==> src/rtl/peripheral.sv <==
// peripheral: memory-mapped timer, LED/switch/seven-segment registers and an 8N1 UART.
// Define PERIPHERAL_UART_RX_EN to build the UART receiver; without it RXD and RX-ready read 0.
module peripheral #(
   parameter int CLK_FREQ = 100000000,
   parameter int BAUD     = 9600
) (
   input  logic        clk,
   input  logic        reset,
   input  logic        rd,
   input  logic        wr,
   input  logic [31:0] addr,
   input  logic [31:0] wdata,
   output logic [31:0] rdata,
   output logic [7:0]  led,
   input  logic [7:0]  switch,
   output logic [11:0] digi,
   output logic        irqout,
   input  logic        PC_Uart_rxd,
   output logic        PC_Uart_txd
);
   localparam logic [31:0] BP_M1  = 32'(CLK_FREQ / BAUD - 1);
   localparam logic [31:0] A_TH   = 32'h4000_0000;
   localparam logic [31:0] A_TL   = 32'h4000_0004;
   localparam logic [31:0] A_TCON = 32'h4000_0008;
   localparam logic [31:0] A_LED  = 32'h4000_000C;
   localparam logic [31:0] A_SW   = 32'h4000_0010;
   localparam logic [31:0] A_DIGI = 32'h4000_0014;
   localparam logic [31:0] A_TXD  = 32'h4000_0018;
   localparam logic [31:0] A_RXD  = 32'h4000_001C;
   localparam logic [31:0] A_UCON = 32'h4000_0020;

   logic [31:0] r_th, r_tl, r_tx_cnt;
   logic [2:0]  r_tcon;
   logic [7:0]  r_led, w_rxd;
   logic [11:0] r_digi;
   logic [1:0]  r_ucon_ie;
   logic [9:0]  r_tx_frame;
   logic [3:0]  r_tx_bit;
   logic        r_tx_busy, r_tx_done, r_txd, w_rx_ready;

   always_comb begin
      rdata = '0;
      if (rd)
         case (addr)
            A_TH:    rdata = r_th;
            A_TL:    rdata = r_tl;
            A_TCON:  rdata = {29'd0, r_tcon};
            A_LED:   rdata = {24'd0, r_led};
            A_SW:    rdata = {24'd0, switch};
            A_DIGI:  rdata = {20'd0, r_digi};
            A_RXD:   rdata = {24'd0, w_rxd};
            A_UCON:  rdata = {27'd0, r_tx_busy, w_rx_ready, r_tx_done, r_ucon_ie};
            default: rdata = '0;
         endcase
   end

   // CPU writes to TL/TCON take priority over the timer's own update
   always_ff @(posedge clk or negedge reset)
      if (!reset) begin
         r_th   <= '0;
         r_tl   <= '0;
         r_tcon <= '0;
      end else begin
         if (wr && addr == A_TH) r_th <= wdata;
         if (wr && addr == A_TL) r_tl <= wdata;
         else if (r_tcon[0]) r_tl <= (r_tl == '1) ? r_th : r_tl + 32'd1;
         if (wr && addr == A_TCON) r_tcon <= wdata[2:0];
         else if (r_tcon[0] && r_tcon[1] && r_tl == '1) r_tcon[2] <= 1'b1;
      end

   always_ff @(posedge clk or negedge reset)
      if (!reset) begin
         r_led     <= '0;
         r_digi    <= '0;
         r_ucon_ie <= '0;
      end else begin
         if (wr && addr == A_LED) r_led <= wdata[7:0];
         if (wr && addr == A_DIGI) r_digi <= wdata[11:0];
         if (wr && addr == A_UCON) r_ucon_ie <= wdata[1:0];
      end

   // Transmit: frame shifts out LSB first, start bit already on the line at the latching edge
   always_ff @(posedge clk or negedge reset)
      if (!reset) begin
         r_tx_busy  <= 1'b0;
         r_tx_done  <= 1'b0;
         r_txd      <= 1'b1;
         r_tx_frame <= '0;
         r_tx_cnt   <= '0;
         r_tx_bit   <= '0;
      end else begin
         if (rd && addr == A_UCON) r_tx_done <= 1'b0;
         if (!r_tx_busy) begin
            if (wr && addr == A_TXD) begin
               r_tx_busy  <= 1'b1;
               r_tx_frame <= {1'b1, wdata[7:0], 1'b0};
               r_txd      <= 1'b0;
               r_tx_cnt   <= '0;
               r_tx_bit   <= '0;
            end
         end else if (r_tx_cnt != BP_M1) begin
            r_tx_cnt <= r_tx_cnt + 32'd1;
         end else begin
            r_tx_cnt <= '0;
            if (r_tx_bit == 4'd9) begin
               r_tx_busy <= 1'b0;
               r_tx_done <= 1'b1;
               r_txd     <= 1'b1;
            end else begin
               r_tx_bit   <= r_tx_bit + 4'd1;
               r_tx_frame <= r_tx_frame >> 1;
               r_txd      <= r_tx_frame[1];
            end
         end
      end

`ifdef PERIPHERAL_UART_RX_EN
   localparam logic [31:0] HALF_M1 = 32'(CLK_FREQ / BAUD / 2 - 1);
   typedef enum logic [1:0] {RX_IDLE, RX_START, RX_DATA, RX_STOP} rx_state_t;
   rx_state_t   r_rx_st, w_rx_nst;
   logic        r_rx_s1, r_rx_s2, r_rx_prev, r_rx_ready, w_rx_tick, w_rx_done;
   logic [7:0]  r_rxd, r_rx_sh;
   logic [31:0] r_rx_cnt;
   logic [2:0]  r_rx_bit;

   assign w_rx_tick = r_rx_cnt == ((r_rx_st == RX_START) ? HALF_M1 : BP_M1);
   assign w_rx_done = r_rx_st == RX_STOP && w_rx_tick && r_rx_s2;

   always_comb begin
      w_rx_nst = r_rx_st;
      case (r_rx_st)
         RX_IDLE:  if (r_rx_prev && !r_rx_s2) w_rx_nst = RX_START;
         RX_START: if (w_rx_tick) w_rx_nst = r_rx_s2 ? RX_IDLE : RX_DATA;
         RX_DATA:  if (w_rx_tick && r_rx_bit == 3'd7) w_rx_nst = RX_STOP;
         RX_STOP:  if (w_rx_tick) w_rx_nst = RX_IDLE;
         default:  w_rx_nst = RX_IDLE;
      endcase
   end

   // Synchronizer flops idle high so a released reset on an idle line is not a start edge
   always_ff @(posedge clk or negedge reset)
      if (!reset) begin
         r_rx_s1    <= 1'b1;
         r_rx_s2    <= 1'b1;
         r_rx_prev  <= 1'b1;
         r_rx_st    <= RX_IDLE;
         r_rx_cnt   <= '0;
         r_rx_bit   <= '0;
         r_rx_sh    <= '0;
         r_rxd      <= '0;
         r_rx_ready <= 1'b0;
      end else begin
         r_rx_s1   <= PC_Uart_rxd;
         r_rx_s2   <= r_rx_s1;
         r_rx_prev <= r_rx_s2;
         r_rx_st   <= w_rx_nst;
         r_rx_cnt  <= (r_rx_st == RX_IDLE || w_rx_tick) ? '0 : r_rx_cnt + 32'd1;
         if (r_rx_st == RX_DATA && w_rx_tick) begin
            r_rx_sh  <= {r_rx_s2, r_rx_sh[7:1]};
            r_rx_bit <= r_rx_bit + 3'd1;
         end
         if (w_rx_done) r_rxd <= r_rx_sh;
         if (w_rx_done) r_rx_ready <= 1'b1;
         else if (rd && addr == A_RXD) r_rx_ready <= 1'b0;
      end

   assign w_rxd      = r_rxd;
   assign w_rx_ready = r_rx_ready;
`else
   logic w_unused_rxd;
   assign w_unused_rxd = PC_Uart_rxd;
   assign w_rxd        = '0;
   assign w_rx_ready   = 1'b0;
`endif

   assign led         = r_led;
   assign digi        = r_digi;
   assign PC_Uart_txd = r_txd;
   assign irqout      = r_tcon[2] | (r_ucon_ie[0] & r_tx_done) | (r_ucon_ie[1] & w_rx_ready);
endmodule

==> config.mk <==
export PLATFORM = sky130hd
export DESIGN_NAME = peripheral
export DESIGN_NICKNAME = d
export VERILOG_FILES = /design/src/rtl/peripheral.sv
export SDC_FILE = /design/constraint.sdc
export NUM_CORES = 1
export LEC_CHECK = 0
export BUFFER_PORTS_ARGS = -buffer_cell sky130_fd_sc_hd__buf_2
export CAP_MARGIN = 20
export CORE_ASPECT_RATIO = 0.8
export CORE_MARGIN = 2
export CORE_UTILIZATION = 45
export DETAILED_ROUTE_END_ITERATION = 7
export PLACE_DENSITY_LB_ADDON = 0.3
export RECOVER_POWER = 25
export SKIP_CTS_REPAIR_TIMING = 1
export SLEW_MARGIN = 30
export SYNTH_ARGS = -nofsm -noshare
export SYNTH_HDL_FRONTEND = slang
export SYNTH_SLANG_ARGS = --single-unit
==> constraint.sdc <==
create_clock -name clk -period 7.35 [get_ports clk]
set_input_delay 1.47 -clock clk [delete_from_list [all_inputs] [get_ports clk]]
set_output_delay 1.47 -clock clk [all_outputs]
set_load 0.03 [all_outputs]
==> metrics.csv <==
stage,metric,value,unit
outcome,outcome,finished with violations,
outcome,violations,"max-capacitance violations, max-slew violations",
logic_synthesis,yosys_warnings,0,
clock_tree,htreeDepth,4,
final_layout,final_common_cell,dfrtp_1,
logic_synthesis,synth_async_sr_flop_share,1.00,
power_and_ir_drop,p_int,1420,uW
clock_tree,cts_tree,done,
placement,placed_cells,1200,
power_and_ir_drop,p_clk_frac,0.546,
final_layout,num_antenna_cells,0,
grt,grt_usage,0.261,
timing,hold_viol,0,
grt,grt_pass1_wl,40200,um
detailed_routing,drt_iter0_markers,798,
critical_path,criticalPathCategory,in -> out,
critical_path,crit_required,5880,ps
timing,drv_slew,66,
power_and_ir_drop,comb_power_share,0.036,
clock_tree,cts_max_path_buffers,2,
timing,fin_crit_sh,0.706,
critical_path,reg2reg_depth,5,
floorplanning,initial_utilization,0.458,
floorplanning,ios,131,
grt,antenna_found_initial,0,
detailed_routing,drt_first_pass_iters,5,
critical_path,r2r_end,r_tl[27],
final_layout,synthToLayoutAreaGrowth,19.0,%
power_and_ir_drop,switchingPower,389,uW
timing,finalSetupTns,0,ps
power_and_ir_drop,finalPower,1810,uW
detailed_routing,vias_per_cell,6.38,
logic_synthesis,ys_seq_area_frac,0.414,
critical_path,rrSetupSlack,4640,ps
timing,relSlewSlack,-1.42,
logic_synthesis,synth.avg_cell_area,9.42,sq um
final_layout,n_fill_cell,1638,
clock_tree,cts_sinks,137,
logic_synthesis,synth-main-ff-cell,dfrtp_1,
critical_path,path_max_fanout,19,
detailed_routing,wire_per_inst,20.5,um
final_layout,layout-drive-gt1-share,0.267,
final_layout,final_cell_mix,"dfrtp_1, buf_2, nor2_1",
timing,max_freq,193,MHz
timing,finClkSkew,9.47,ps
timing,rsz0062_at_grt,false,
detailed_routing,num_vias,7855,
power_and_ir_drop,vdd_drop_max,0.145,mV
grt,grt_pass1_vias,7358,
logic_synthesis,synth-seq-cells,137,
min_path,hold_path_class,reg -> reg,
detailed_routing,detail-route-antenna-nets,0,
logic_synthesis,synth_area,8290,sq um
grt,grt.overflow.total,0,
timing,fin_crit,5190,ps
critical_path,r2r_start,r_tl[18],
placement,io_buffers,129,
clock_tree,clock_latency,430,ps
final_layout,layoutNonFillerInstCount,1232,
placement,dp_hpwl,17500,um
timing,worstMarginPinSlew,3630,ps
placement,place_congestion,0.909,
floorplanning,die_y,125,um
detailed_routing,wl,25200,um
floorplanning,die_w,156,um
min_path,hold_depth,1,
power_and_ir_drop,p_seq_frac,0.418,
clock_tree,root_buffer,clkbuf_16,
floorplanning,core_area,18100,sq um
timing,setup_viol,0,
clock_tree,path_clk_slew,60,ps
power_and_ir_drop,p_leak,0.00434,uW
critical_path,cp-endpoint,rdata[0],
critical_path,cp_data_arrival_time,3720,ps
grt,grt_max_degree,74,
detailed_routing,route.detailed.drc,0,
floorplanning,die-area,19500,sq um
power_and_ir_drop,power_per_cell_area,183,nW/um^2
logic_synthesis,netlist_instances,880,
critical_path,critPathLaunchType,input port,
power_and_ir_drop,power.switching_fraction,0.216,
run,max-cap-violations,1,
final_layout,final_nets,1070,
logic_synthesis,synth_fp_nets,961,
critical_path,startpoint,addr[7],
logic_synthesis,synth_edf_count,0,
logic_synthesis,ys_types,69,
critical_path,end_kind,output port,
floorplanning,num_rows,44,
clock_tree,numCtsBuffers,17,
[logic make-up after synthesis]
group | share of synthesized area
AO/OA/AOI/OAI | 0.188
buffers and inverters | 0.0374
XOR/XNOR | 0.00740
adder cells (fa/ha/maj) | 0.00604
AND/OR/NAND/NOR | 0.216
flip-flops | 0.414
multiplexers | 0.132
[synth_stat cells (7+ instances only)]
cell,n,area [sq um]
dfrtp_1,136,3400
nor2_1,68,255
mux2_2,64,721
nand2_1,62,233
nand3_1,42,210
a21oi_1,40,200
clkbuf_1,40,150
mux2i_1,37,370
o21ai_0,35,175
a31oi_1,26,163
nor3_1,26,130
nor4_1,26,163
a22oi_1,25,188
nand4_1,25,156
and3_1,20,125
inv_1,18,67.6
a21o_1,15,113
a22o_1,12,105
buf_2,12,60.1
o31ai_1,12,90.1
nor2b_1,9,56.3
a211oi_1,7,52.6
a221oi_1,7,61.3
a41oi_1,7,61.3
and2_1,7,43.8
[registers in the layout (all words and copies together) (netlist names)]
name         flops
r_tcon           3
led              8
r_ucon_ie        2
r_th            32
r_tl            32
PC_Uart_txd      1
r_tx_frame       9
r_tx_done        1
r_tx_busy        1
r_tx_bit         4
r_tx_cnt        32
digi            12
[through the flow]
step           cell area [sq um]  hold WS [ps]  utilization  setup slack [ps]
6_report                    9870           506        0.545              2160
5_1_grt                     9870           526        0.545              2000
2_1_floorplan               8290           465            -              2550
3_3_place_gp                9160           486        0.506              1950
4_1_cts                     9860           510        0.544              2050
3_5_place_dp                9190           496        0.507              2060
[per-layer routing]
layer / vias up / track usage / part of all wire / wire length (um)
li1: 3597 / - / - / -
met1: 3834 / 0.386 / 0.47 / 11800
met2: 381 / 0.378 / 0.43 / 10900
met3: 43 / 0.0631 / 0.079 / 1990
met4: 0 / 0.0820 / 0.021 / 540
met5: - / 0 / 0 / 0
[power by group through the flow]
stage,logic [uW],registers (uW),clock network [uW]
global placement,63.8,768,0
detailed placement,65.1,768,0
floorplan,14.0,768,0
global route,70.9,754,1030
finish,64.7,754,986
CTS,65.2,754,994
[final cells by class]
class                   instances  area [sq um]  share of cell area
repair buffers                148           791              0.0801
multi-input cells             667          4620               0.468
inverters                      18          67.6             0.00685
clock inverters                10           188              0.0190
well taps                     230           288              0.0292
flip-flops and latches        137          3430               0.347
clock buffers                  22           484              0.0491
[worst min-delay path by stage]
stage                             start             to  slack [ps]
after CTS                  r_ucon_ie[1]   r_ucon_ie[1]         510
after detailed placement   r_ucon_ie[1]   r_ucon_ie[1]         500
after global placement    r_tx_frame[9]  r_tx_frame[9]         490
after floorplan            r_tx_cnt[29]   r_tx_cnt[29]         460
final                      r_ucon_ie[1]   r_ucon_ie[1]         510
after global routing        PC_Uart_txd    PC_Uart_txd         530
[critical path, stage by stage]
cell and delay, ps:
buf_2 100, nor4b_1 320, nand4_1 140, buf_4 220, nor2_1 130, buf_4 230, o2111ai_4 410, buf_4 350
a21oi_1 120, buf_2 200
Power figures use the tool's default switching activity.
